[src/rtl/srff_bank_driver.sv]
// srff_bank_driver
// Write-side controller for a bank of WIDTH SR flip-flops.
// A valid/ready request carries a target value and an update mask. The
// controller drives one cycle of S/R pulses derived from the SR excitation
// table, waits SETTLE_CYC cycles, and then returns to IDLE with a done pulse.
// Handshake: a request transfers on a rising clk edge where in_valid and
// in_ready are both high. in_ready is high only in IDLE, including the done
// cycle. in_valid is ignored while in_ready is low and is never queued.
// Optional feature macro SRDRV_READBACK_EN: adds a CHECK state that compares
// q_in against the tracked shadow and raises a sticky err/err_bits. When the
// macro is undefined, q_in and err_clr are unused and err/err_bits read 0.
module srff_bank_driver #(
    parameter int WIDTH      = 8,
    parameter int SETTLE_CYC = 2
) (
    input  logic             clk,
    input  logic             rst,
    input  logic             in_valid,
    output logic             in_ready,
    input  logic [WIDTH-1:0] in_data,
    input  logic [WIDTH-1:0] in_mask,
    output logic [WIDTH-1:0] s_out,
    output logic [WIDTH-1:0] r_out,
    input  logic [WIDTH-1:0] q_in,
    output logic [WIDTH-1:0] shadow,
    output logic             done,
    output logic             err,
    output logic [WIDTH-1:0] err_bits,
    input  logic             err_clr
);

    localparam int CW = (SETTLE_CYC > 1) ? $clog2(SETTLE_CYC + 1) : 1;

`ifdef SRDRV_READBACK_EN
    typedef enum logic [1:0] {IDLE, DRIVE, SETTLE, CHECK} state_t;
`else
    typedef enum logic [1:0] {IDLE, DRIVE, SETTLE} state_t;
`endif

    state_t          state;
    logic [CW-1:0]   cnt;
    logic [WIDTH-1:0] data_q;
    logic [WIDTH-1:0] mask_q;
    logic [WIDTH-1:0] chg;

    // Bits that must move: selected by the mask and different from the bank.
    always_comb begin
        chg = in_mask & (in_data ^ shadow);
    end

    // Main FSM. S/R are registered at accept, so they are visible exactly
    // during DRIVE; a set bit and a reset bit can never coincide because each
    // is qualified by opposite polarities of the same data bit.
    always_ff @(posedge clk or posedge rst) begin
        if (rst) begin
            state    <= IDLE;
            cnt      <= '0;
            data_q   <= '0;
            mask_q   <= '0;
            s_out    <= '0;
            r_out    <= '0;
            shadow   <= '0;
            done     <= 1'b0;
            in_ready <= 1'b1;
        end else begin
            done  <= 1'b0;
            s_out <= '0;
            r_out <= '0;
            case (state)
                IDLE: begin
                    if (in_valid) begin
                        data_q   <= in_data;
                        mask_q   <= in_mask;
                        s_out    <= chg & in_data;
                        r_out    <= chg & ~in_data;
                        in_ready <= 1'b0;
                        state    <= DRIVE;
                    end
                end
                DRIVE: begin
                    shadow <= (shadow & ~mask_q) | (data_q & mask_q);
                    cnt    <= CW'(SETTLE_CYC - 1);
                    state  <= SETTLE;
                end
                SETTLE: begin
                    if (cnt == '0) begin
`ifdef SRDRV_READBACK_EN
                        state <= CHECK;
`else
                        state    <= IDLE;
                        done     <= 1'b1;
                        in_ready <= 1'b1;
`endif
                    end else begin
                        cnt <= cnt - 1'b1;
                    end
                end
`ifdef SRDRV_READBACK_EN
                CHECK: begin
                    state    <= IDLE;
                    done     <= 1'b1;
                    in_ready <= 1'b1;
                end
`endif
                default: begin
                    state    <= IDLE;
                    in_ready <= 1'b1;
                end
            endcase
        end
    end

`ifdef SRDRV_READBACK_EN
    logic [WIDTH-1:0] mm;

    // Readback difference against the tracked bank state.
    always_comb begin
        mm = q_in ^ shadow;
    end

    // Sticky mismatch flag; a mismatch detected in CHECK wins over err_clr.
    always_ff @(posedge clk or posedge rst) begin
        if (rst) begin
            err      <= 1'b0;
            err_bits <= '0;
        end else if (state == CHECK && mm != '0) begin
            err      <= 1'b1;
            err_bits <= mm;
        end else if (err_clr) begin
            err      <= 1'b0;
            err_bits <= '0;
        end
    end
`else
    logic unused_readback;

    assign unused_readback = ^{q_in, err_clr};
    assign err      = 1'b0;
    assign err_bits = '0;
`endif

endmodule

[config.mk]
export PLATFORM = sky130hd
export DESIGN_NAME = srff_bank_driver
export DESIGN_NICKNAME = d
export VERILOG_FILES = /design/src/rtl/srff_bank_driver.sv
export SDC_FILE = /design/constraint.sdc
export NUM_CORES = 1
export LEC_CHECK = 0
export BUFFER_PORTS_ARGS = -buffer_cell sky130_fd_sc_hd__buf_2
export CAP_MARGIN = 20
export CORE_MARGIN = 2
export CORE_UTILIZATION = 47
export CTS_BUF_LIST = sky130_fd_sc_hd__clkbuf_8
export CTS_CLUSTER_SIZE = 40
export DETAILED_ROUTE_END_ITERATION = 10
export GPL_TIMING_DRIVEN = 1
export MAX_ROUTING_LAYER = met4
export PLACE_DENSITY_LB_ADDON = 0.12
export SLEW_MARGIN = 20
export SYNTH_ARGS = -nofsm -noshare
export SYNTH_HDL_FRONTEND = slang
export SYNTH_SLANG_ARGS = --single-unit
[constraint.sdc]
create_clock -name clk -period 2.3 [get_ports clk]
set_input_delay 0.23 -clock clk [delete_from_list [all_inputs] [get_ports clk]]
set_output_delay 0.23 -clock clk [all_outputs]
set_load 0.01 [all_outputs]
# Word-level counts from Yosys, hierarchy flattened

Index checks and enable logic that the tools add are counted.
W data, S select, Z words.

Flip-flop bits (word level): 46
Bits of input ports: 28
Output and inout bits: 35
Word-level logic and storage cells: 46

Add/sub/neg operators: 1
Eq/ne operators: 5
Mux-type cells: 14
Bitwise logic cells: 10
Reduce and logical (&&, ||, !) cells: 7

Operator list:

| kind                  | count |
|---|---|
| $and A8 B8 Y8         | 5 |
| $mux W8               | 4 |
| $not A8 Y8            | 2 |
| $or A8 B8 Y8          | 1 |
| $xor A8 B8 Y8         | 1 |
| $mux W2               | 3 |
| $ne A2 B2 Y1 const B  | 3 |
| $pmux W2 S3           | 1 |
| $reduce_and A2 Y1     | 3 |
| $logic_not A2 Y1      | 2 |
| $mux W1               | 4 |
| $pmux W2 S2           | 1 |
| $pmux W1 S3           | 1 |
| $reduce_and A3 Y1     | 1 |
| $eq A2 B1 Y1 const B  | 1 |
| $eq A2 B2 Y1 const B  | 1 |
| $reduce_bool A2 Y1    | 1 |
| $sub A2 B1 Y2 const B | 1 |
| $not A1 Y1            | 1 |

# Logic depth before layout (Yosys ltp)

Gate-level depths: netlist (run 1).

Depth after elaboration: 5
Mapped depth: 5
Depth with buffers taken out: 5

# Worst setup path before layout (run 1)

Ideal clock, no wire load.

Path type: register to register
Start: register state[1]
End: register data_q[0]
Library setup time: 0.125 ns
Data arrival time: 1.388 ns
Data required time: 2.175 ns
Setup slack: 0.787 ns
Stages on the path, launching flop included: 5
Path buffers: 2
Period minus slack after synthesis: 1.513 ns
Cell sequence: dfrtp_1 -> buf_6 -> nor3b_4 -> buf_12 -> mux2_2

Longest elaborated chain between the ends: 2

RTL lines:

| element                     | line | text |
|---|---|---|
| from (decl)                 | 40   | `state_t state;` |
| from (signal assigned)      | 56   | `state <= IDLE;` |
| from (signal assigned)      | 77   | `state <= DRIVE;` |
| from (signal assigned)      | 83   | `state <= SETTLE;` |
| $logic_not A2 Y1            | 69   | `case (state)` |
| $reduce_and A2 Y1 (no line) | n/a  |  |
| to (signal assigned)        | 72   | `data_q <= in_data;` |
| to (decl)                   | 42   | `logic [WIDTH-1:0] data_q;` |

Every way passes these cells.
A chain may end at the register's enable or synchronous reset.

# Worst setup path after layout (run 1)

Ends and elaborated chain as after synthesis.

==> results of run 1 <==
[per-layer routing]
layer,GRT usage,vias to the layer above,part of all wire
li1,-,548,-
met1,0.177,558,0.39
met2,0.274,37,0.52
met3,0.0422,7,0.068
met4,0.0809,0,0.023
met5,-,-,0
[metrics by stage]
stage / std cells / hold slack (ps) / setup WS [ps] / area, um^2
global route: 242 / 105 / 601 / 2270
floorplan: 153 / 293 / 787 / 2010
CTS: 242 / 99.7 / 689 / 2270
finish: 242 / 111 / 694 / 2270
global placement: 234 / 417 / 725 / 2180
detailed placement: 234 / 421 / 696 / 2180
[logic make-up after synthesis]
kind of cell | share of synthesized area
DFF | 0.581
and+or+nand+nor | 0.192
adders and majority gates | 0.00631
AOI/OAI and AO/OA | 0.0398
buffers and inverters | 0.0827
other | 0.00189
muxes | 0.0960
[worst max-delay path, cell delays in order (launching register included)]
cell and delay, ps:
dfrtp_1 500, nor3b_4 220, buf_4 390, mux2_2 380
[Yosys cell counts]
cell      count  area (um^2)
a21o_2        1         8.76
a21oi_1       1         5.00
a31oi_1       1         6.26
and2b_2       1         8.76
and3b_2       1         10.0
buf_12        1         20.0
buf_2         1         5.00
buf_4        10         75.1
buf_6         2         22.5
conb_1        1         3.75
dfrtp_1      45         1130
dfstp_2       1         26.3
ha_1          1         12.5
inv_1        11         41.3
mux2_2       16          180
mux2i_1       1         10.0
nand2_1       8         30.0
nand2_2       1         6.26
nand2_4       7         78.8
nand2b_1      1         6.26
nor2_1        3         11.3
nor3_1        2         10.0
nor3b_2      16          200
nor3b_4       1         18.8
o21a_1        1         7.51
o21ai_0       9         45.0
o22ai_1       1         6.26
[power by group]
group | switching, mW | internal, mW | total [mW]
combinational | 0.358 | 0.383 | 0.741
clock | 0.245 | 0.236 | 0.481
sequential | 0.200 | 1.08 | 1.28
[worst max path at each step]
stage               slack (ps)               endpoint  cells past startpoint
finish                     690  data_q[0]$_DFFE_PP0P_                      3
global route               600  data_q[0]$_DFFE_PP0P_                      3
CTS                        690  data_q[0]$_DFFE_PP0P_                      3
detailed placement         700  data_q[3]$_DFFE_PP0P_                      3
global placement           720  data_q[5]$_DFFE_PP0P_                      3
floorplan                  790  data_q[0]$_DFFE_PP0P_                      4
[final cells by class]
type,instances,area share
Sequential cell,46,0.508
Multi-Input combinational cell,82,0.307
Clock inverter,2,0.00331
Tap cell,50,0.0276
Timing Repair Buffer,45,0.100
Clock buffer,6,0.0364
Inverter,11,0.0182
==> results.py, run 1 <==
metrics = {
    "drt": {
        "drc": 0,
        "vias": 1150,
        "dr.pass1.iters": 4,
        "ant_nets": 0,
        "initialDrtViolationCount": 53,
        "viasPerCell": 4.75,
        "wl_per_cell_um": 13.1,
        "wirelength_um": 3170,
    },
    "pwr": {
        "power.leakage_nw": 1.15,
        "ir_drop_mv": 0.476,
        "powerDensity_mw_per_mm2": 1100,
        "finalPower_mw": 2.51,
    },
    "sta": {
        "setup_tns_ps": 0,
        "min_period_ps": 1610,
        "hold_viol": 0,
        "worst_slew_pin_slew_ps": 915,
        "relSlewSlack": 0.389,
        "slew_viol_final": 0,
        "period_share": 0.698,
        "rsz0062_at_grt": "no",
        "max_freq_ghz": 0.623,
        "final-setup-viol-count": 0,
        "skew_ps": 7.24,
    },
    "clock_network": {
        "cts_buffers": 5,
        "hold_buffers": 0,
        "cts_tree": "built",
        "cts_htree_levels": 2,
        "cts_root_buf": "clkbuf_8",
        "clock_latency_ps": 290,
        "clock-sinks": 46,
        "post_cts_buffers": 0,
        "post_cts_resized": 0,
        "clk_pin_slew_worst_paths_ps": 80,
        "clock_path_buffers": 2,
    },
    "final_layout": {
        "fillCellCount": 359,
        "n_antenna_cell": 0,
        "drive_above_1_share": 0.505,
        "multi_input_area_um2": 696,
        "final_nets": 220,
        "fin_util": 0.563,
        "final_cell_mix": "45 x dfrtp_1, 44 x buf_2, 16 x mux2_2, 16 x nor3b_2, 12 x inv_1",
        "final_common_cell": "dfrtp_1",
        "regArea_mm2": 0.00115,
        "syn_to_final_growth_pct": 14.5,
    },
    "floorplan": {
        "core_area_mm2": 0.00403,
        "die_area_mm2": 0.00475,
        "dieHeight_um": 68.9,
        "start_util": 0.492,
        "die_w_um": 68.9,
        "io_pins": 63,
        "num_rows": 23,
    },
    "global_routing": {
        "grt_usage": 0.162,
        "grt-ovfl-total": 0,
        "grt_max_degree": 47,
        "grt_first_pass_wirelength_um": 5380,
        "grt_pass1_vias": 1207,
        "antenna_found_initial": 0,
    },
    "worst_hold_path": {
        "whs_endpoint": "r_out[6]$_DFF_PP0_",
        "hold_path_depth": 2,
        "holdCritStartpoint": "in_data[6]",
        "hold_path.class": "input pin to register",
    },
    "critical_path": {
        "critPathCaptureType": "register",
        "critPathKind": "register to register",
        "cp_max_fo": 25,
        "r2r-start": "state[1]$_DFFE_PP0P_",
        "cp_data_required_time_ps": 2480,
        "cp.arrival_ps": 1780,
        "start_kind": "register",
        "crit_start": "state[1]$_DFFE_PP0P_",
        "r2r_slack_ps": 690,
        "reg2reg_to": "data_q[0]$_DFFE_PP0P_",
        "reg2reg_depth": 3,
    },
    "synthesis": {
        "yosysUniqueCellTypes": 27,
        "syn_avg_cell_area_um2": 13.7,
        "ys_ff_latch": 46,
        "ys_warn_count": 0,
        "synth_area_mm2": 0.00198,
        "postSynthCellCount": 145,
        "yosysSeqAreaShare": 0.581,
    },
    "run": {
        "maxCapViolCount": 0,
    },
    "placement": {
        "gp_congestion": 0.699,
        "hpwl_um": 2280,
        "io_buffers": 44,
    },
    "outcome": {
        "status": "complete, no violations",
    },
}
(Power assumes the default switching activity.)
==> run 2, diff against run 1 <==
--- a/config.mk
+++ b/config.mk
@@ -5,6 +5,7 @@
 export SDC_FILE = /design/constraint.sdc
 export NUM_CORES = 1
 export LEC_CHECK = 0
+export ABC_AREA = 1
 export BUFFER_PORTS_ARGS = -buffer_cell sky130_fd_sc_hd__buf_2
 export CAP_MARGIN = 20
 export CORE_MARGIN = 2
==> constraint.sdc (replaced) <==
create_clock -name clk -period 1.4 [get_ports clk]
set_input_delay 0.14 -clock clk [delete_from_list [all_inputs] [get_ports clk]]
set_output_delay 0.14 -clock clk [all_outputs]
set_load 0.01 [all_outputs]
==> results.py, run 2 <==
metrics = {
    "outcome": {
        "status": "complete, no violations",
    },
    "global_routing": {
        "grt-ovfl-total": 0,
        "grt_max_degree": 51,
        "antenna_found_initial": 0,
        "grt_first_pass_wirelength_um": 5390,
        "grt_usage": 0.146,
        "grt_pass1_vias": 1268,
    },
    "drt": {
        "drc": 0,
        "wirelength_um": 3080,
        "dr.pass1.iters": 4,
        "vias": 1359,
        "wl_per_cell_um": 10.1,
        "ant_nets": 0,
        "viasPerCell": 4.47,
        "initialDrtViolationCount": 56,
    },
    "synthesis": {
        "ys_warn_count": 0,
        "synth_edf_count": 0,
        "synthTopCellsByArea": "dfrtp_1 56%, nand2_1 12%, nor3_2 8.0%",
        "yosysMostFrequentCell": "nand2_1",
        "synth-compound-area-share": 0.0586,
        "synthTopCellsByCount": "64 x nand2_1, 45 x dfrtp_1, 29 x inv_1",
        "yosysUniqueCellTypes": 17,
        "synth_area_mm2": 0.00201,
        "syn_avg_cell_area_um2": 9.75,
        "synth_ff_type": "dfrtp_1",
        "netlist.area_leader.share": 0.561,
        "ys_ff_latch": 46,
        "synth-adder-area-share": 0.00623,
        "synth-xor-area-share": 0,
        "yosysSeqAreaShare": 0.574,
        "postSynthCellCount": 206,
        "synthMuxAreaShare": 0,
        "synth_top_area_cell": "dfrtp_1",
        "synth_top_family_by_area": "simple AND/OR/NAND/NOR gates",
        "synth-simple-area-share": 0.238,
        "async_flop_share": 1.00,
    },
    "clock_network": {
        "cts_root_buf": "clkbuf_8",
        "post_cts_buffers": 0,
        "clock_latency_ps": 290,
        "clock-sinks": 46,
        "hold_buffers": 1,
        "cts_tree": "built",
        "clk_pin_slew_worst_paths_ps": 80,
        "cts_buffers": 5,
        "cts_htree_levels": 2,
        "post_cts_resized": 0,
        "clock_path_buffers": 2,
    },
    "floorplan": {
        "num_rows": 23,
        "core_area_mm2": 0.00406,
        "die_area_mm2": 0.00481,
        "die_w_um": 69.4,
        "dieHeight_um": 69.4,
        "start_util": 0.495,
        "io_pins": 63,
    },
    "final_layout": {
        "multi_input_area_um2": 642,
        "final_common_cell": "nand2_1",
        "regArea_mm2": 0.00115,
        "n_antenna_cell": 0,
        "final_cell_mix": "64 x nand2_1, 45 x dfrtp_1, 44 x buf_2",
        "drive_above_1_share": 0.339,
        "final_nets": 282,
        "syn_to_final_growth_pct": 17.4,
        "fillCellCount": 380,
    },
    "sta": {
        "slew_viol_final": 0,
        "setup_tns_ps": 0,
        "max_freq_ghz": 0.908,
        "skew_ps": 11.9,
        "final-setup-viol-count": 0,
        "min_period_ps": 1100,
        "period_share": 0.786,
        "rsz0062_at_grt": "no",
        "hold_viol": 0,
    },
    "critical_path": {
        "cp_data_required_time_ps": 1610,
        "worstPathCellList": "inv_2 -> nand3_2 -> buf_12 -> nand2_1 -> o21ai_1",
        "cp.arrival_ps": 1310,
        "max_stage_delay_ps": 400,
        "critPathCaptureType": "register",
        "path_delay_family": "flip-flops",
        "r2r_slack_ps": 300,
        "critPathKind": "register to register",
        "path_buf_inv": 2,
        "cp_max_fo": 50,
        "crit_path_top_delay_cell": "dfrtp_1",
        "start_kind": "register",
    },
    "worst_hold_path": {
        "hold_path.class": "input pin to register",
    },
    "placement": {
        "io_buffers": 44,
        "gp_congestion": 0.693,
        "hpwl_um": 2110,
    },
    "pwr": {
        "power.leakage_nw": 1.31,
        "ir_drop_mv": 0.912,
        "powerDensity_mw_per_mm2": 1780,
        "finalPower_mw": 4.20,
    },
    "run": {
        "maxCapViolCount": 0,
    },
}
==> run 2: cell families (layout without fill, tap and decap cells) <==
kind of cell / count (synthesis) / after routing
AO/OA/AOI/OAI: 16 / 16
AND/OR/NAND/NOR: 94 / 94
buffers and inverters: 48 / 88
other: 1 / 9
adder cells (fa/ha/maj): 1 / 1
flip-flops: 46 / 46
==> run 2: path summary, 6_finish.rpt <==
check,from,to,cells past startpoint
worst min register to register,in_ready$_DFFE_PP1P_,in_ready$_DFFE_PP1P_,2
worst max-delay path,state[0]$_DFFE_PP0P_,data_q[5]$_DFFE_PP0P_,5
max in group asynchronous,rst,in_ready$_DFFE_PP1P_,4
worst min-delay path,in_data[4],s_out[4]$_DFF_PP0_,3
worst max register to register,state[0]$_DFFE_PP0P_,data_q[5]$_DFFE_PP0P_,5
min in group asynchronous,rst,cnt[1]$_DFFE_PP0P_,4
==> run 2: power breakdown <==
part           switching, mW  leakage, nW  total, mW  internal, mW
registers              0.282        0.596       2.04          1.76
clock network          0.406       0.0607      0.925         0.519
logic                  0.756        0.653       1.23         0.477
total                   1.44         1.31       4.20          2.75
==> run 2: worst min-delay path, delay by kind of cell <==
family        cells  cell delay [ps]
simple gates      2              110
buf+inv           1              100
==> run 2: through the flow <==
step | setup slack [ps] | utilization | instance area, um^2 | instances | hold WS (ps)
after global routing | 199 | 0.581 | 2360 | 304 | 76.8
after detailed placement | 305 | 0.552 | 2240 | 295 | 193
final | 299 | 0.581 | 2360 | 304 | 90.7
after floorplan | 174 | - | 2040 | 214 | 280
after global placement | 319 | 0.552 | 2240 | 295 | 195
after CTS | 294 | 0.581 | 2360 | 304 | 77.1
==> run 2: area by class of cell <==
type                       count  share of cell area
clock buffer                   5              0.0292
multi-input combinational    120               0.272
inverter                      33              0.0525
timing repair buffer          47               0.115
clock inverter                 3              0.0159
tap                           50              0.0265
sequential                    46               0.489
==> run 2: metal layers <==
layer | global-route usage | wire length, um
met4 | 0.0654 | 46
met3 | 0.0451 | 160
met5 | - | 0
met2 | 0.238 | 1440
met1 | 0.164 | 1430
==> run 3, diff against run 2 <==
==> constraint.sdc (replaced) <==
create_clock -name clk -period 1.1 [get_ports clk]
set_input_delay 0.11 -clock clk [delete_from_list [all_inputs] [get_ports clk]]
set_output_delay 0.11 -clock clk [all_outputs]
set_load 0.01 [all_outputs]
==> results.py, run 3 (synthesis results as in run 2) <==
metrics = {
    "outcome": {
        "status": "complete, no violations",
    },
    "sta": {
        "hold_viol": 0,
        "period_share": 0.973,
        "skew_ps": 3.81,
        "final-setup-viol-count": 0,
        "setup_ws_ps": 29.8,
        "rsz0062_at_grt": "yes",
        "min_period_ps": 1070,
        "hold_ws_ps": 63.9,
        "max_freq_ghz": 0.934,
        "slew_viol_final": 0,
    },
    "placement": {
        "hpwl_um": 2340,
        "gp_congestion": 0.689,
        "io_buffers": 44,
        "pre_cts_ws_ps": 6.84,
        "placed_area_mm2": 0.00228,
        "place_inst": 301,
    },
    "critical_path": {
        "cp_max_fo": 10,
        "critPathKind": "register to register",
        "critPathCaptureType": "register",
        "start_kind": "register",
        "cp_data_required_time_ps": 1280,
        "cp.arrival_ps": 1250,
    },
    "drt": {
        "initialDrtViolationCount": 28,
        "drc": 0,
        "viasPerCell": 4.43,
        "ant_nets": 0,
        "vias": 1381,
        "wirelength_um": 3370,
        "wl_per_cell_um": 10.8,
        "dr.pass1.iters": 5,
    },
    "final_layout": {
        "final_nets": 291,
        "layout.cells.non_filler": 312,
        "final_common_cell": "nand2_1",
        "final_cell_mix": "63 x nand2_1, 45 x dfrtp_1, 44 x buf_2",
        "drive_above_1_share": 0.370,
        "n_antenna_cell": 0,
        "syn_to_final_growth_pct": 21.1,
        "stdcell_area_mm2": 0.00243,
    },
    "clock_network": {
        "cts_htree_levels": 2,
        "clock_path_buffers": 2,
        "cts_tree": "built",
        "clock-sinks": 46,
        "cts_buffers": 5,
        "clock_latency_ps": 290,
        "cts_root_buf": "clkbuf_8",
        "clk_pin_slew_worst_paths_ps": 80,
    },
    "pwr": {
        "powerDensity_mw_per_mm2": 2210,
        "ir_drop_mv": 0.835,
        "power.leakage_nw": 1.34,
    },
    "global_routing": {
        "grt_usage": 0.160,
        "grt_first_pass_wirelength_um": 5950,
        "antenna_found_initial": 0,
        "grt_pass1_vias": 1335,
        "grt-ovfl-total": 0,
        "grt_max_degree": 30,
    },
    "floorplan": {
        "die_area_mm2": 0.00481,
        "start_util": 0.495,
        "io_pins": 63,
        "num_rows": 23,
        "dieHeight_um": 69.4,
        "core_area_mm2": 0.00406,
        "die_w_um": 69.4,
    },
    "worst_hold_path": {
        "hold_path.class": "input pin to register",
    },
    "run": {
        "maxCapViolCount": 0,
    },
}
==> run 3: report_power, final <==
| part | total [mW] | internal, mW | switching (mW) |
|---|---|---|---|
| clock network | 0.937 | 0.420 | 0.517 |
| logic | 1.86 | 0.785 | 1.07 |
| registers | 2.59 | 2.24 | 0.350 |
==> run 3: layout make-up <==
type                       instances  area [um^2]
inverter                          33          133
fill                             357         1630
tap                               50         62.6
multi-input combinational        120          664
clock buffer                       5         68.8
clock inverter                     2         7.51
timing repair buffer              56          343
sequential                        46         1150
==> run 3: through the flow <==
step | setup TNS [ps] | power, mW | util
after floorplan | 0 | 3.83 | -
after global placement | 0 | 4.26 | 0.561
after detailed placement | 0 | 4.31 | 0.561
after CTS | 0 | 5.29 | 0.584
after global routing | -138 | 5.86 | 0.599
final | 0 | 5.38 | 0.599
==> run 3: path summary, 6_finish.rpt <==
kind                                      start                    end  slack, ps  cells after the start
max                        state[1]$_DFFE_PP0P_  mask_q[3]$_DFFE_PP0P_         30                      5
min                                  in_mask[0]     s_out[0]$_DFF_PP0_         60                      3
max reg2reg                state[1]$_DFFE_PP0P_  mask_q[3]$_DFFE_PP0P_         30                      5
min reg2reg                in_ready$_DFFE_PP1P_   in_ready$_DFFE_PP1P_        460                      2
max in group asynchronous                   rst   in_ready$_DFFE_PP1P_        380                      4
min in group asynchronous                   rst     s_out[7]$_DFF_PP0_        430                      4
==> run 3: worst max-delay path, stage by stage (launching register included) <==
cell	delay, ps
dfrtp_1	400
inv_2	100
nand3_4	130
buf_4	210
nand2_1	70
o21ai_2	50
==> run 3: per-layer routing <==
| metal | up-vias | track usage | routed length [um] |
|---|---|---|---|
| met3 | 2 | 0.0509 | 178 |
| met1 | 618 | 0.208 | 1620 |
| met4 | 0 | 0.0654 | 24 |
| li1 | 726 | - | - |
| met5 | - | - | 0 |
| met2 | 35 | 0.234 | 1550 |
==> run 3: what timing repair did <==
| item | 4_1_cts | 5_1_grt |
|---|---|---|
| setup endpoints to repair | 1 | 36 |
| gates resized for setup | 1 | 7 |
| hold buffers | 1 | 0 |
| pin swaps | 0 | 1 |
| setup buffers | 0 | 2 |
| gates cloned | 0 | 1 |
| hold endpoints to repair | 45 | 0 |
